`config.mk`:
```
export PLATFORM = sky130hd
export DESIGN_NAME = axi4_stream_pkt_frag_tag
export DESIGN_NICKNAME = d
export VERILOG_FILES = /design/src/rtl/axi4_stream_pkt_frag_tag.sv
export SDC_FILE = /design/constraint.sdc
export NUM_CORES = 1
export LEC_CHECK = 0
export ABC_AREA = 1
export BUFFER_PORTS_ARGS = -buffer_cell sky130_fd_sc_hd__buf_2
export CAP_MARGIN = 20
export CORE_MARGIN = 5
export CORE_UTILIZATION = 51
export CTS_BUF_LIST = sky130_fd_sc_hd__clkbuf_2 sky130_fd_sc_hd__clkbuf_4 sky130_fd_sc_hd__clkbuf_8
export CTS_CLUSTER_SIZE = 28
export DETAILED_ROUTE_END_ITERATION = 12
export PLACE_DENSITY = 0.71
export SETUP_SLACK_MARGIN = 0.4
export SLEW_MARGIN = 20
export SYNTH_ARGS = -nofsm -noshare
export SYNTH_HDL_FRONTEND = slang
export SYNTH_SLANG_ARGS = --single-unit
```
`constraint.sdc`:
```
create_clock -name clk_i -period 10.75 [get_ports clk_i]
set_input_delay 2.15 -clock clk_i [delete_from_list [all_inputs] [get_ports clk_i]]
set_output_delay 2.15 -clock clk_i [all_outputs]
set_load 0.005 [all_outputs]
```
`src/rtl/axi4_stream_pkt_frag_tag.sv`:
```
// rtl/axi4_stream_pkt_frag_tag.sv - byte-accurate AXI4-Stream fragmenter with first/last/index tags on tuser; `AXI4_STREAM_FRAG_STATS_EN adds packet/fragment counters
module axi4_stream_pkt_frag_tag #(
    parameter int TDATA_WIDTH         = 64,
    parameter int TID_WIDTH           = 1,
    parameter int TDEST_WIDTH         = 1,
    parameter int FRAG_IDX_WIDTH      = 8,
    parameter int TUSER_WIDTH         = FRAG_IDX_WIDTH + 2,
    parameter int MAX_FRAG_SIZE       = 2048,
    parameter int MAX_FRAG_SIZE_WIDTH = $clog2(MAX_FRAG_SIZE)
) (
    input  logic                           clk_i,
    input  logic                           rst_n_i,
    input  logic [MAX_FRAG_SIZE_WIDTH:0]   max_frag_size_i,
    input  logic [TDATA_WIDTH-1:0]         pkt_i_tdata,
    input  logic [TDATA_WIDTH/8-1:0]       pkt_i_tkeep,
    input  logic [TDATA_WIDTH/8-1:0]       pkt_i_tstrb,
    input  logic                           pkt_i_tlast,
    input  logic [TID_WIDTH-1:0]           pkt_i_tid,
    input  logic [TDEST_WIDTH-1:0]         pkt_i_tdest,
    input  logic                           pkt_i_tvalid,
    output logic                           pkt_i_tready,
    output logic [TDATA_WIDTH-1:0]         pkt_o_tdata,
    output logic [TDATA_WIDTH/8-1:0]       pkt_o_tkeep,
    output logic [TDATA_WIDTH/8-1:0]       pkt_o_tstrb,
    output logic                           pkt_o_tlast,
    output logic [TUSER_WIDTH-1:0]         pkt_o_tuser,
    output logic [TID_WIDTH-1:0]           pkt_o_tid,
    output logic [TDEST_WIDTH-1:0]         pkt_o_tdest,
    output logic                           pkt_o_tvalid,
    input  logic                           pkt_o_tready
`ifdef AXI4_STREAM_FRAG_STATS_EN
    ,
    input  logic                           stats_clr_i,
    output logic [31:0]                    pkt_cnt_o,
    output logic [31:0]                    frag_cnt_o
`endif
);

    localparam int W_B   = TDATA_WIDTH / 8;
    localparam int BUF_B = 2 * W_B;
    localparam int BUF_W = 8 * BUF_B;
    localparam int CNT_W = $clog2(BUF_B + 1);
    localparam int FS_W  = MAX_FRAG_SIZE_WIDTH + 1;

    // Byte buffer: byte 0 of the vector is the oldest byte; bytes at or above cnt_q are kept zero.
    logic [BUF_W-1:0]          data_q, data_d;
    logic [BUF_B-1:0]          strb_q, strb_d;
    logic [CNT_W-1:0]          cnt_q, cnt_d;
    logic                      eop_q, sop_q, rdy_q, first_q, hold_q, last_hold_q;
    logic [FS_W-1:0]           fsize_q, fleft_q, fsize_eff;
    logic [FRAG_IDX_WIDTH-1:0] idx_q;
    logic [TID_WIDTH-1:0]      tid_q;
    logic [TDEST_WIDTH-1:0]    tdest_q;
    logic [TDATA_WIDTH-1:0]    in_data;
    logic [W_B-1:0]            in_strb;
    logic                      rx_hs, tx_hs, pkt_end, last_now, frag_last;
    int                        cnt_i, fleft_i, tx_i, rx_i, txn, rxn;

    // Beat sizing: bytes leaving now is bounded by bus width, buffered bytes and fragment room.
    always_comb begin
        cnt_i   = int'(cnt_q);
        fleft_i = int'(fleft_q);
        tx_i    = W_B;
        if (cnt_i < tx_i)   tx_i = cnt_i;
        if (fleft_i < tx_i) tx_i = fleft_i;
        rx_i = 0;
        for (int j = 0; j < W_B; j++) begin
            if (pkt_i_tkeep[j]) rx_i = rx_i + 1;
        end
        fsize_eff = max_frag_size_i;
        if (max_frag_size_i == '0 || max_frag_size_i > FS_W'(MAX_FRAG_SIZE))
            fsize_eff = FS_W'(MAX_FRAG_SIZE);
    end

    // The last-of-packet flag is only provable once tlast is buffered and the rest fits this
    // fragment; it is frozen while a beat is stalled so the presented tuser never changes.
    always_comb begin
        last_now     = eop_q && (cnt_i <= fleft_i);
        frag_last    = hold_q ? last_hold_q : last_now;
        pkt_i_tready = rdy_q && (cnt_i <= W_B) && !eop_q;
        pkt_o_tvalid = (tx_i > 0) && ((tx_i == W_B) || (tx_i == fleft_i) || eop_q);
        pkt_o_tlast  = pkt_o_tvalid && ((tx_i == fleft_i) || (eop_q && (tx_i == cnt_i)));
        pkt_o_tuser  = pkt_o_tvalid ? {first_q, frag_last, idx_q} : '0;
        pkt_o_tid    = tid_q;
        pkt_o_tdest  = tdest_q;
        for (int j = 0; j < W_B; j++) begin
            pkt_o_tkeep[j]       = (j < tx_i);
            pkt_o_tstrb[j]       = (j < tx_i) && strb_q[j];
            pkt_o_tdata[8*j +: 8] = (j < tx_i) ? data_q[8*j +: 8] : 8'h00;
        end
    end

    assign rx_hs   = pkt_i_tvalid && pkt_i_tready;
    assign tx_hs   = pkt_o_tvalid && pkt_o_tready;
    assign pkt_end = tx_hs && eop_q && (tx_i == cnt_i);

    // Buffer update: drop departing bytes from the bottom, append arriving bytes after what remains.
    always_comb begin
        in_data = '0;
        in_strb = '0;
        for (int j = 0; j < W_B; j++) begin
            if (pkt_i_tkeep[j]) begin
                in_data[8*j +: 8] = pkt_i_tdata[8*j +: 8];
                in_strb[j]        = pkt_i_tstrb[j];
            end
        end
        txn    = tx_hs ? tx_i : 0;
        rxn    = rx_hs ? rx_i : 0;
        data_d = data_q >> (8 * txn);
        strb_d = strb_q >> txn;
        if (rx_hs) begin
            data_d = data_d | ({{(BUF_W - TDATA_WIDTH){1'b0}}, in_data} << (8 * (cnt_i - txn)));
            strb_d = strb_d | ({{(BUF_B - W_B){1'b0}}, in_strb} << (cnt_i - txn));
        end
        cnt_d = CNT_W'(cnt_i - txn + rxn);
    end

    // Packet/fragment bookkeeping: size and routing latched at start of packet, index per fragment.
    always_ff @(posedge clk_i or negedge rst_n_i) begin
        if (!rst_n_i) begin
            data_q      <= '0;
            strb_q      <= '0;
            cnt_q       <= '0;
            eop_q       <= 1'b0;
            sop_q       <= 1'b1;
            rdy_q       <= 1'b0;
            first_q     <= 1'b1;
            hold_q      <= 1'b0;
            last_hold_q <= 1'b0;
            fsize_q     <= '0;
            fleft_q     <= '0;
            idx_q       <= '0;
            tid_q       <= '0;
            tdest_q     <= '0;
        end else begin
            rdy_q       <= 1'b1;
            data_q      <= data_d;
            strb_q      <= strb_d;
            cnt_q       <= cnt_d;
            hold_q      <= pkt_o_tvalid && !pkt_o_tready;
            last_hold_q <= frag_last;
            if (rx_hs) begin
                sop_q <= pkt_i_tlast;
                if (pkt_i_tlast) eop_q <= 1'b1;
                if (sop_q) begin
                    fsize_q <= fsize_eff;
                    fleft_q <= fsize_eff;
                    tid_q   <= pkt_i_tid;
                    tdest_q <= pkt_i_tdest;
                end
            end
            if (tx_hs) begin
                if (pkt_end) begin
                    eop_q   <= 1'b0;
                    idx_q   <= '0;
                    first_q <= 1'b1;
                end else if (pkt_o_tlast) begin
                    fleft_q <= fsize_q;
                    idx_q   <= idx_q + 1'b1;
                    first_q <= 1'b0;
                end else begin
                    fleft_q <= fleft_q - FS_W'(tx_i);
                end
            end
        end
    end

`ifdef AXI4_STREAM_FRAG_STATS_EN
    // Counters of completed packets and emitted fragments; clear wins over increment.
    always_ff @(posedge clk_i or negedge rst_n_i) begin
        if (!rst_n_i) begin
            pkt_cnt_o  <= '0;
            frag_cnt_o <= '0;
        end else if (stats_clr_i) begin
            pkt_cnt_o  <= '0;
            frag_cnt_o <= '0;
        end else if (tx_hs && pkt_o_tlast) begin
            frag_cnt_o <= frag_cnt_o + 32'd1;
            if (frag_last) pkt_cnt_o <= pkt_cnt_o + 32'd1;
        end
    end
`endif

endmodule
```
# == After elaboration in Yosys (flattened, before gate mapping) ==
# Cells that the tools add are included.
# word_totals
input_bits,99
word_cells,131
reg_bits,189
# op_classes
order_cmp,14
bitwise_logic,2
n_mux,54
shift,4
n_eq_ne,3
reduce_logical,29
n_addsub,11
# ops
op,n
$mux W8,18
$lt A4 B32 Y1 const A,4
$mux W128,1
$or A128 B128 Y128,1
$shl A64 B32 Y128,1
$shr A128 B32 Y128,1
$mux W12,7
$lt A3 B32 Y1 const A,2
$mux W5,9
$eq A32 B13 Y1,1
$eq A32 B5 Y1 const B,1
$eq A32 B6 Y1,1
$gt A32 B1 Y1 const B,1
$lt A1 B32 Y1 const A,1
$lt A13 B32 Y1,1
$lt A2 B32 Y1 const A,1
$mux W32,1
$shl A8 B32 Y16,1
$shr A16 B32 Y16,1
$sub A6 B32 Y32,1
$add A5 B2 Y5 const B,6
$logic_and A1 B1 Y1,19
$mux W1,16
$mux W16,1
15 further kinds,20

# == Logic depth before layout (Yosys ltp) ==
# Gate-level depths: netlist of the first run.
# depth
word_depth,17
depth_mapped,44
depth_no_buf,40

# == Worst setup path before layout of the first run ==
# No wires, ideal clock.
# synth_path
kind,in2reg
start,input port pkt_i_tkeep[0]
end,register cnt_q[4]
required_ns,10.632
n_path_buf,1
t_arrival_ns,6.376
stages,26
path_slack_ns,4.255
cell_sequence,clkbuf_1 > inv_1 > ha_1 > xnor2_1 > inv_1 > ha_1 > nand2_1 > nand2_1 > ha_1 > inv_1 > o21a_1 > inv_1 > ha_1 > o21ai_0 > inv_1 > ha_1 > nand2_1 > o21ai_0 > ha_1 > or2_2 > nand3_1 > fa_1 > o21ai_0 > xnor2_1 > xnor2_1 > inv_1
# synth_between
elab_chain_len,17
# synth_rtl
element,line,rtl
from (decl),15,"input logic [TDATA_WIDTH/8-1:0] pkt_i_tkeep,"
$mux W1 (*),68,if (pkt_i_tkeep[j]) rx_i = rx_i + 1;
$add A1 B1 Y2,68,
$mux W5 (*),68,
$add A5 B2 Y5,68,
$mux W5 (*),68,
$add A5 B2 Y5,68,
$mux W5 (*),68,
$add A5 B2 Y5,68,
(+2 left out),n/a,
$mux W5 (*),68,
$add A5 B2 Y5,68,
$mux W5 (*),68,
$add A5 B2 Y5,68,
$mux W5 (*),68,
$mux W5 (*),108,rxn = rx_hs ? rx_i : 0;
$add A5 B5 Y5 (*),115,cnt_d = CNT_W'(cnt_i - txn + rxn);
via cnt_d[4],48,"logic [CNT_W-1:0] cnt_q, cnt_d;"
to (signal assigned),139,cnt_q <= cnt_d;
to (decl),48,
# Mark *: on every way through the listed nets, which the timed path passes. The rest lies on a longest branch.
# A chain may end at the register's enable or synchronous reset.

# == Worst setup path after layout of the first run ==
# layout_path
start,register cnt_q[4]
end,register strb_q[3]
# layout_between
elab_chain_len,14
# layout_rtl
element,line,rtl
"parallel branches: the longest is 13 deep, another holds $lt A13 B32 Y1",n/a,
$mux W16 (*),111,if (rx_hs) begin
via strb_d[3],47,"logic [BUF_B-1:0] strb_q, strb_d;"
to (signal assigned),138,strb_q <= strb_d;
to (decl),47,
# Mark *: on every way through the listed nets, which the timed path passes.

==> results_dict.tcl, run 1 <==
set metrics [dict create \
    grt_pass1_vias 20100 \
    timing.max_cap.violations 0 \
    cp_slowest_stage_delay_ns 0.67 \
    nNetsFinal 3360 \
    die_w_um 200 \
    synthToLayoutAreaGrowth_pct 7.57 \
    crit_top_cell "nand2_1" \
    synth_edf_count 0 \
    initial_core_util 0.517 \
    path_class "reg -> reg" \
    cts_hold_buffers 0 \
    critPathLaunchType "flip-flop" \
    ys.flop_type "dfrtp_1" \
    overflow 0 \
    min_path_cells 2 \
    wirelength_um 77800 \
    finClkSkew_ns 0.0193 \
    timing.rr.end "strb_q[3]" \
    p_sw_mw 3.94 \
    design.core.area_um2 35600 \
    post_cts_resized 0 \
    yosysUniqueCellTypes 46 \
    clockBufferDepth 2 \
    root_buffer "clkbuf_8" \
    wl_per_cell_um 21.0 \
    io_pins 194 \
    clkLatencyLatePin_ns 0.52 \
    p_per_area_nw_per_um2 334 \
    clockPowerShare 0.087 \
    final_core_util 0.556 \
    routed_via_density 6.05 \
    synthArstFlopShare 1.00 \
    multi_input_area_um2 11900 \
    drc 0 \
    synth-seq-cells 189 \
    pwr-share-seq 0.190 \
    antenna_found_initial 1 \
    setup.worst_path.start "cnt_q[4]" \
    final_hold_viol_count 0 \
    fp.dieH_um 200 \
    cts_sinks 189 \
    reg2reg_from "cnt_q[4]" \
    rows 69 \
    leakagePower_nw 10.2 \
    fin_cells 3701 \
    drt_iter0_drc 3086 \
    worst_pin_slew_ns 1.06 \
    cp_max_fo 66 \
    timing.hold.ws_ns 0.478 \
    worstPathRequired_ns 11.14 \
    ir_drop_mv 0.319 \
    cp-endpoint "strb_q[3]" \
    setup_ws_ns 2.72 \
    clk_transition_reported_paths_ns 0.10 \
    postCtsSetupBuffers 0 \
    drive_above_1_share 0.0994 \
    p_total_mw 6.61 \
    fin_crit_ns 8.03 \
    setup-tns-final_ns 0 \
    ff2ff_path_depth 39 \
    placed_area_um2 19300 \
    ys_seq_area_frac 0.258 \
    synth_area_um2 18400 \
    setup-violations-final 0 \
    h-tree-depth 4 \
    finalCritPeriodShare 0.747 \
    intPower_mw 2.67 \
    nFillCells 3749 \
    grt_max_degree 91 \
    dpl.hpwl_um 56400 \
    min_path_type "reg -> reg" \
    cp_slowest_cell "o21ai_0" \
    regArea_um2 4730 \
    timing.fmax_mhz 125 \
    stdcell_area_um2 19800 \
    diodes 0 \
    syn_avg_cell_area_um2 5.77 \
    grtUsageTotal 0.383 \
    grt_pass1_wl_um 119000 \
    port_buffers 193 \
    outcome "completed" \
    syn_inst 3187 \
    dp_cells 3669 \
    crit_arrival_ns 8.42 \
    slew_headroom 0.291 \
    die-area_um2 39900 \
    yosys_warnings 0 \
    gp_congestion 1.01 \
    firstDrtPassIters 8 \
    vias 22400 \
    place_ws_ns 3.02 \
    slew_violations 0 \
    cts_tree "yes" \
    rsz0062_at_grt "false" \
    reg2reg_slack_ns 2.72 \
    numCtsBuffers 17 \
    ant_nets 0 \
    end_kind "flip-flop" \
    p_comb_frac 0.723 \
    swShare 0.596 \
]
==> state kept, by name (all words and copies together) (netlist names) <==
register and cells:
first_q 1, eop_q 1, sop_q 1, pkt_o_tid 1, fsize_q 12, last_hold_q 1, pkt_o_tdest 1, idx_q 8
hold_q 1, cnt_q 5, rdy_q 1, fleft_q 12, strb_q 16, data_q 128
==> worst min-delay path by stage <==
stage	from	end	slack, ns
3_3_place_gp	pkt_o_tid	pkt_o_tid	0.45
3_5_place_dp	pkt_o_tdest	pkt_o_tdest	0.46
4_1_cts	pkt_o_tdest	pkt_o_tdest	0.48
5_1_grt	pkt_o_tdest	pkt_o_tdest	0.51
6_report	pkt_o_tdest	pkt_o_tdest	0.48
2_1_floorplan	last_hold_q	last_hold_q	0.44
==> critical path: cells and delay by family, from the launching register on <==
family | cells | cell delay, ns
and+or+nand+nor | 22 | 3.03
AOI/OAI and AO/OA | 5 | 1.68
adders and majority gates | 4 | 1.33
buffers and inverters | 8 | 1.31
DFF | 1 | 0.47
==> synthesized netlist by cell type (all sizes together) (3+ instances only) <==
library cell / instances / area, um^2
clkbuf: 90 / 338
o22ai: 9 / 56.3
nand3: 689 / 3450
buf: 120 / 624
xor2: 21 / 184
fa: 3 / 60.1
nand2: 1212 / 4600
a21oi: 38 / 201
inv: 217 / 815
dfrtp: 187 / 4680
a31oi: 11 / 68.8
o21a: 6 / 45.0
ha: 31 / 388
o31ai: 10 / 75.1
or2: 19 / 119
o32ai: 3 / 26.3
nor3: 6 / 35.0
nor2: 181 / 762
xnor2: 6 / 52.6
nand4: 16 / 100
o21ai: 266 / 1330
o211ai: 30 / 225
==> final cells by class <==
type | count | area share
clock buffers | 19 | 0.0126
clock inverters | 13 | 0.0108
inverters | 219 | 0.0418
multi-input cells | 2572 | 0.604
flip-flops and latches | 189 | 0.239
well taps | 461 | 0.0292
repair buffers | 228 | 0.0626
==> power by group through the flow <==
stage	sequential [mW]	combinational (mW)	clock (mW)
after floorplan	1.15	3.25	0
after global routing	1.27	5.25	0.607
after detailed placement	1.25	4.63	0
after global placement	1.25	4.57	0
after CTS	1.24	4.64	0.580
final	1.25	4.78	0.577
==> cells by family (layout without fill, tap and decap cells) <==
| kind of cell | Yosys count | count (layout) | share of synthesized area |
|---|---|---|---|
| flops | 189 | 189 | 0.258 |
| compound gates | 379 | 379 | 0.113 |
| other cells | 1 | 4 | 0.000204 |
| xor+xnor | 27 | 27 | 0.0129 |
| simple gates | 2128 | 2128 | 0.495 |
| fa+ha+maj | 34 | 34 | 0.0244 |
| buf+inv | 429 | 479 | 0.0971 |
==> cells in the final DEF, fill, tap and decap left out, types with 10 or more instances in the layout <==
| cell | count |
|---|---|
| a21oi_1 | 37 |
| a31oi_1 | 11 |
| buf_2 | 192 |
| buf_4 | 35 |
| clkbuf_8 | 18 |
| dfrtp_1 | 187 |
| ha_1 | 30 |
| inv_1 | 206 |
| nand2_1 | 1197 |
| nand2_2 | 12 |
| nand3_1 | 689 |
| nand4_1 | 16 |
| nor2_1 | 165 |
| o211ai_1 | 30 |
| o21ai_0 | 258 |
| o31ai_1 | 10 |
| or2_2 | 12 |
| xor2_1 | 20 |
==> routing by layer <==
| layer | vias up | global-route usage | wire length [um] |
|---|---|---|---|
| li1 | 10500 | - | - |
| met5 | - | 0.0167 | 103 |
| met1 | 10200 | 0.539 | 31700 |
| met2 | 1526 | 0.537 | 31200 |
| met4 | 4 | 0.186 | 4340 |
| met3 | 220 | 0.112 | 10400 |
No activity file was read; power rests on OpenSTA's default activity.
==> inputs of run 2 (changes only) <==
--- a/config.mk
+++ b/config.mk
@@ -5,7 +5,7 @@
 export SDC_FILE = /design/constraint.sdc
 export NUM_CORES = 1
 export LEC_CHECK = 0
-export ABC_AREA = 1
+export ABC_AREA = 0
 export BUFFER_PORTS_ARGS = -buffer_cell sky130_fd_sc_hd__buf_2
 export CAP_MARGIN = 20
 export CORE_MARGIN = 5
@@ -13,7 +13,7 @@
 export CTS_BUF_LIST = sky130_fd_sc_hd__clkbuf_2 sky130_fd_sc_hd__clkbuf_4 sky130_fd_sc_hd__clkbuf_8
 export CTS_CLUSTER_SIZE = 28
 export DETAILED_ROUTE_END_ITERATION = 12
-export PLACE_DENSITY = 0.71
+export PLACE_DENSITY = 0.74
 export SETUP_SLACK_MARGIN = 0.4
 export SLEW_MARGIN = 20
 export SYNTH_ARGS = -nofsm -noshare
==> constraint.sdc (replaced) <==
create_clock -name clk_i -period 6.7 [get_ports clk_i]
set_input_delay 1.34 -clock clk_i [delete_from_list [all_inputs] [get_ports clk_i]]
set_output_delay 1.34 -clock clk_i [all_outputs]
set_load 0.005 [all_outputs]
==> results_dict.tcl, run 2 <==
set metrics [dict create \
    outcome "completed" \
    cp_slowest_stage_delay_ns 0.45 \
    largest_reg_flops 128 \
    vias 20800 \
    root_buffer "clkbuf_8" \
    gp_congestion 1.10 \
    crit_arrival_ns 4.88 \
    fp.dieH_um 196 \
    synth_edf_count 0 \
    yosys.area_share.simple 0.198 \
    cp_slowest_cell "or4_4" \
    wirelength_um 85600 \
    synthTopCellsByCount "nand2_1, dfrtp_1, mux2i_1" \
    slew_headroom 0.176 \
    yosys_warnings 0 \
    clockBufferDepth 2 \
    cts_hold_buffers 0 \
    stdcell_area_um2 20100 \
    rsz0062_at_grt "false" \
    p_total_mw 9.48 \
    clk_transition_reported_paths_ns 0.11 \
    ant_nets 0 \
    synthToLayoutAreaGrowth_pct 13.8 \
    fin_crit_ns 6.22 \
    cts_tree "yes" \
    initial_core_util 0.515 \
    synth_top_family_by_area "compound AO/OA/AOI/OAI gates" \
    ys_seq_area_frac 0.268 \
    finClkSkew_ns 0.0250 \
    worst_pin_slew_ns 1.23 \
    largest_register "data_q" \
    synth_top_area_frac 0.265 \
    timing.fmax_mhz 161 \
    io_pins 194 \
    yosys.area_share.adder 0.0253 \
    synthMostInstantiatedCell "nand2_1" \
    synth_compound_area_frac 0.318 \
    final_hold_viol_count 0 \
    setup_ws_ns 0.478 \
    yosys-top-cells-area "dfrtp_1, mux2i_1, nand2_1, a21oi_1, o21ai_0" \
    place_ws_ns -0.241 \
    die_w_um 196 \
    ys.flop_type "dfrtp_1" \
    p_per_area_nw_per_um2 471 \
    cts_sinks 189 \
    timing.max_cap.violations 0 \
    cp_cell_sequence "nor2_4 > ha_1 > or4_4 > a2111oi_4 > buf_4 > buf_4 > nand3_1 > o21ai_2 > ha_1 > nand3_1 > nor2_4 > a221oi_4 > buf_4 > buf_4 > a311oi_1 > or2_2 > and2_1 > buf_2" \
    grt_pass1_wl_um 126000 \
    multi_input_area_um2 12500 \
    critPathLaunchType "flip-flop" \
    synth_xor_area_frac 0.0170 \
    antenna_found_initial 3 \
    nFillCells 3177 \
    synth.area.mux_share 0.119 \
    grtUsageTotal 0.426 \
    yosysTopAreaCell "dfrtp_1" \
    final_cell_mix "nand2_1, buf_2, dfrtp_1" \
    largest_registers "data_q: 128 flops, strb_q: 16 flops" \
    grt_max_degree 160 \
    clkLatencyLatePin_ns 0.53 \
    min_path_cells 2 \
    yosysUniqueCellTypes 87 \
    end_kind "primary output" \
    rows 68 \
    port_buffers 193 \
    ir_drop_mv 0.360 \
    synthArstFlopShare 1.00 \
    ff2ff_path_depth 28 \
    drc 0 \
    slew_violations 0 \
    cp_max_fo 19 \
    drive_above_1_share 0.192 \
    setup-violations-final 0 \
    nNetsFinal 2497 \
    die-area_um2 38500 \
    wl_per_cell_um 30.2 \
    worstPathRequired_ns 5.36 \
    routed_via_density 7.35 \
    drt_iter0_drc 3164 \
    regArea_um2 4740 \
    synth-seq-cells 189 \
    path_class "reg -> out" \
    h-tree-depth 4 \
    crit_top_cell "buf_4" \
    final_common_cell "nand2_1" \
    grt_pass1_vias 19700 \
    placed_area_um2 19200 \
    firstDrtPassIters 8 \
    synth_area_um2 17700 \
    finalCritPeriodShare 0.929 \
    numCtsBuffers 17 \
    overflow 0 \
    dpl.hpwl_um 61200 \
    min_path_type "reg -> reg" \
    syn_avg_cell_area_um2 7.87 \
    syn_inst 2247 \
    leakagePower_nw 9.44 \
    design.core.area_um2 34400 \
]
-- run 2: layer usage --
metal | vias to the layer above | GRT usage | part of all wire
li1 | 8727 | - | -
met1 | 9975 | 0.573 | 0.38
met3 | 392 | 0.118 | 0.14
met2 | 1742 | 0.611 | 0.42
met5 | - | 0 | 0.00021
met4 | 2 | 0.254 | 0.072
-- run 2: logic make-up (layout without fill, tap and decap cells) --
logic type                 count (synthesis)  count (layout)
buffers and inverters                    237             364
other                                      1               6
xor gates and xnor gates                  31              31
and+or+nand+nor                          759             759
muxes                                    204             204
adders and majority gates                 34              34
AOI/OAI and AO/OA                        792             792
DFF                                      189             189
-- run 2: worst paths after layout --
| kind | start | to | slack (ns) |
|---|---|---|---|
| worst max-delay path | cnt_q[4] | pkt_o_tuser[5] | 0.48 |
| worst min-delay path | sop_q | sop_q | 0.48 |
| worst max register to register | cnt_q[4] | data_q[55] | 0.50 |
| worst min register to register | sop_q | sop_q | 0.48 |
| max in group asynchronous | rst_n_i | strb_q[8] | 4.48 |
| min in group asynchronous | rst_n_i | eop_q | 0.78 |
-- run 2: worst max-delay path: cells and delay by family (launching register included) --
kind	cells	cell delay, ns
DFF	1	0.43
adders and majority gates	2	0.48
buffers and inverters	5	0.99
AOI/OAI and AO/OA	4	0.97
and+or+nand+nor	7	1.49
-- run 2: report_power, final --
group          total (mW)  switching (mW)  internal (mW)
Combinational        6.60            4.39           2.21
Clock               0.910           0.481          0.429
Sequential           1.97           0.454           1.51
Total                9.48            5.33           4.15
-- run 2: final cells by class --
type | count | area share
repair buffers | 287 | 0.0861
well taps | 455 | 0.0283
clock buffers | 20 | 0.0131
inverters | 45 | 0.00864
flip-flops and latches | 189 | 0.235
diodes | 2 | 0.000249
multi-input cells | 1824 | 0.619
clock inverters | 12 | 0.00920
-- run 2: timing repair --
item,4_1_cts,5_1_grt
endpoints found under the setup margin,157,152
setup buffers,9,10
gates resized for setup,13,55
endpoints found under the hold margin,0,0
pin swaps,1,9
cloned,0,0
-- run 2: stage by stage --
step,utilization,hold WS [ns],cells,TNS [ns]
floorplan,-,0.442,2250,0
global placement,0.558,0.453,2780,0
detailed placement,0.558,0.460,2781,-6.08
CTS,0.575,0.484,2822,0
global route,0.586,0.513,2832,0
finish,0.586,0.482,2834,0
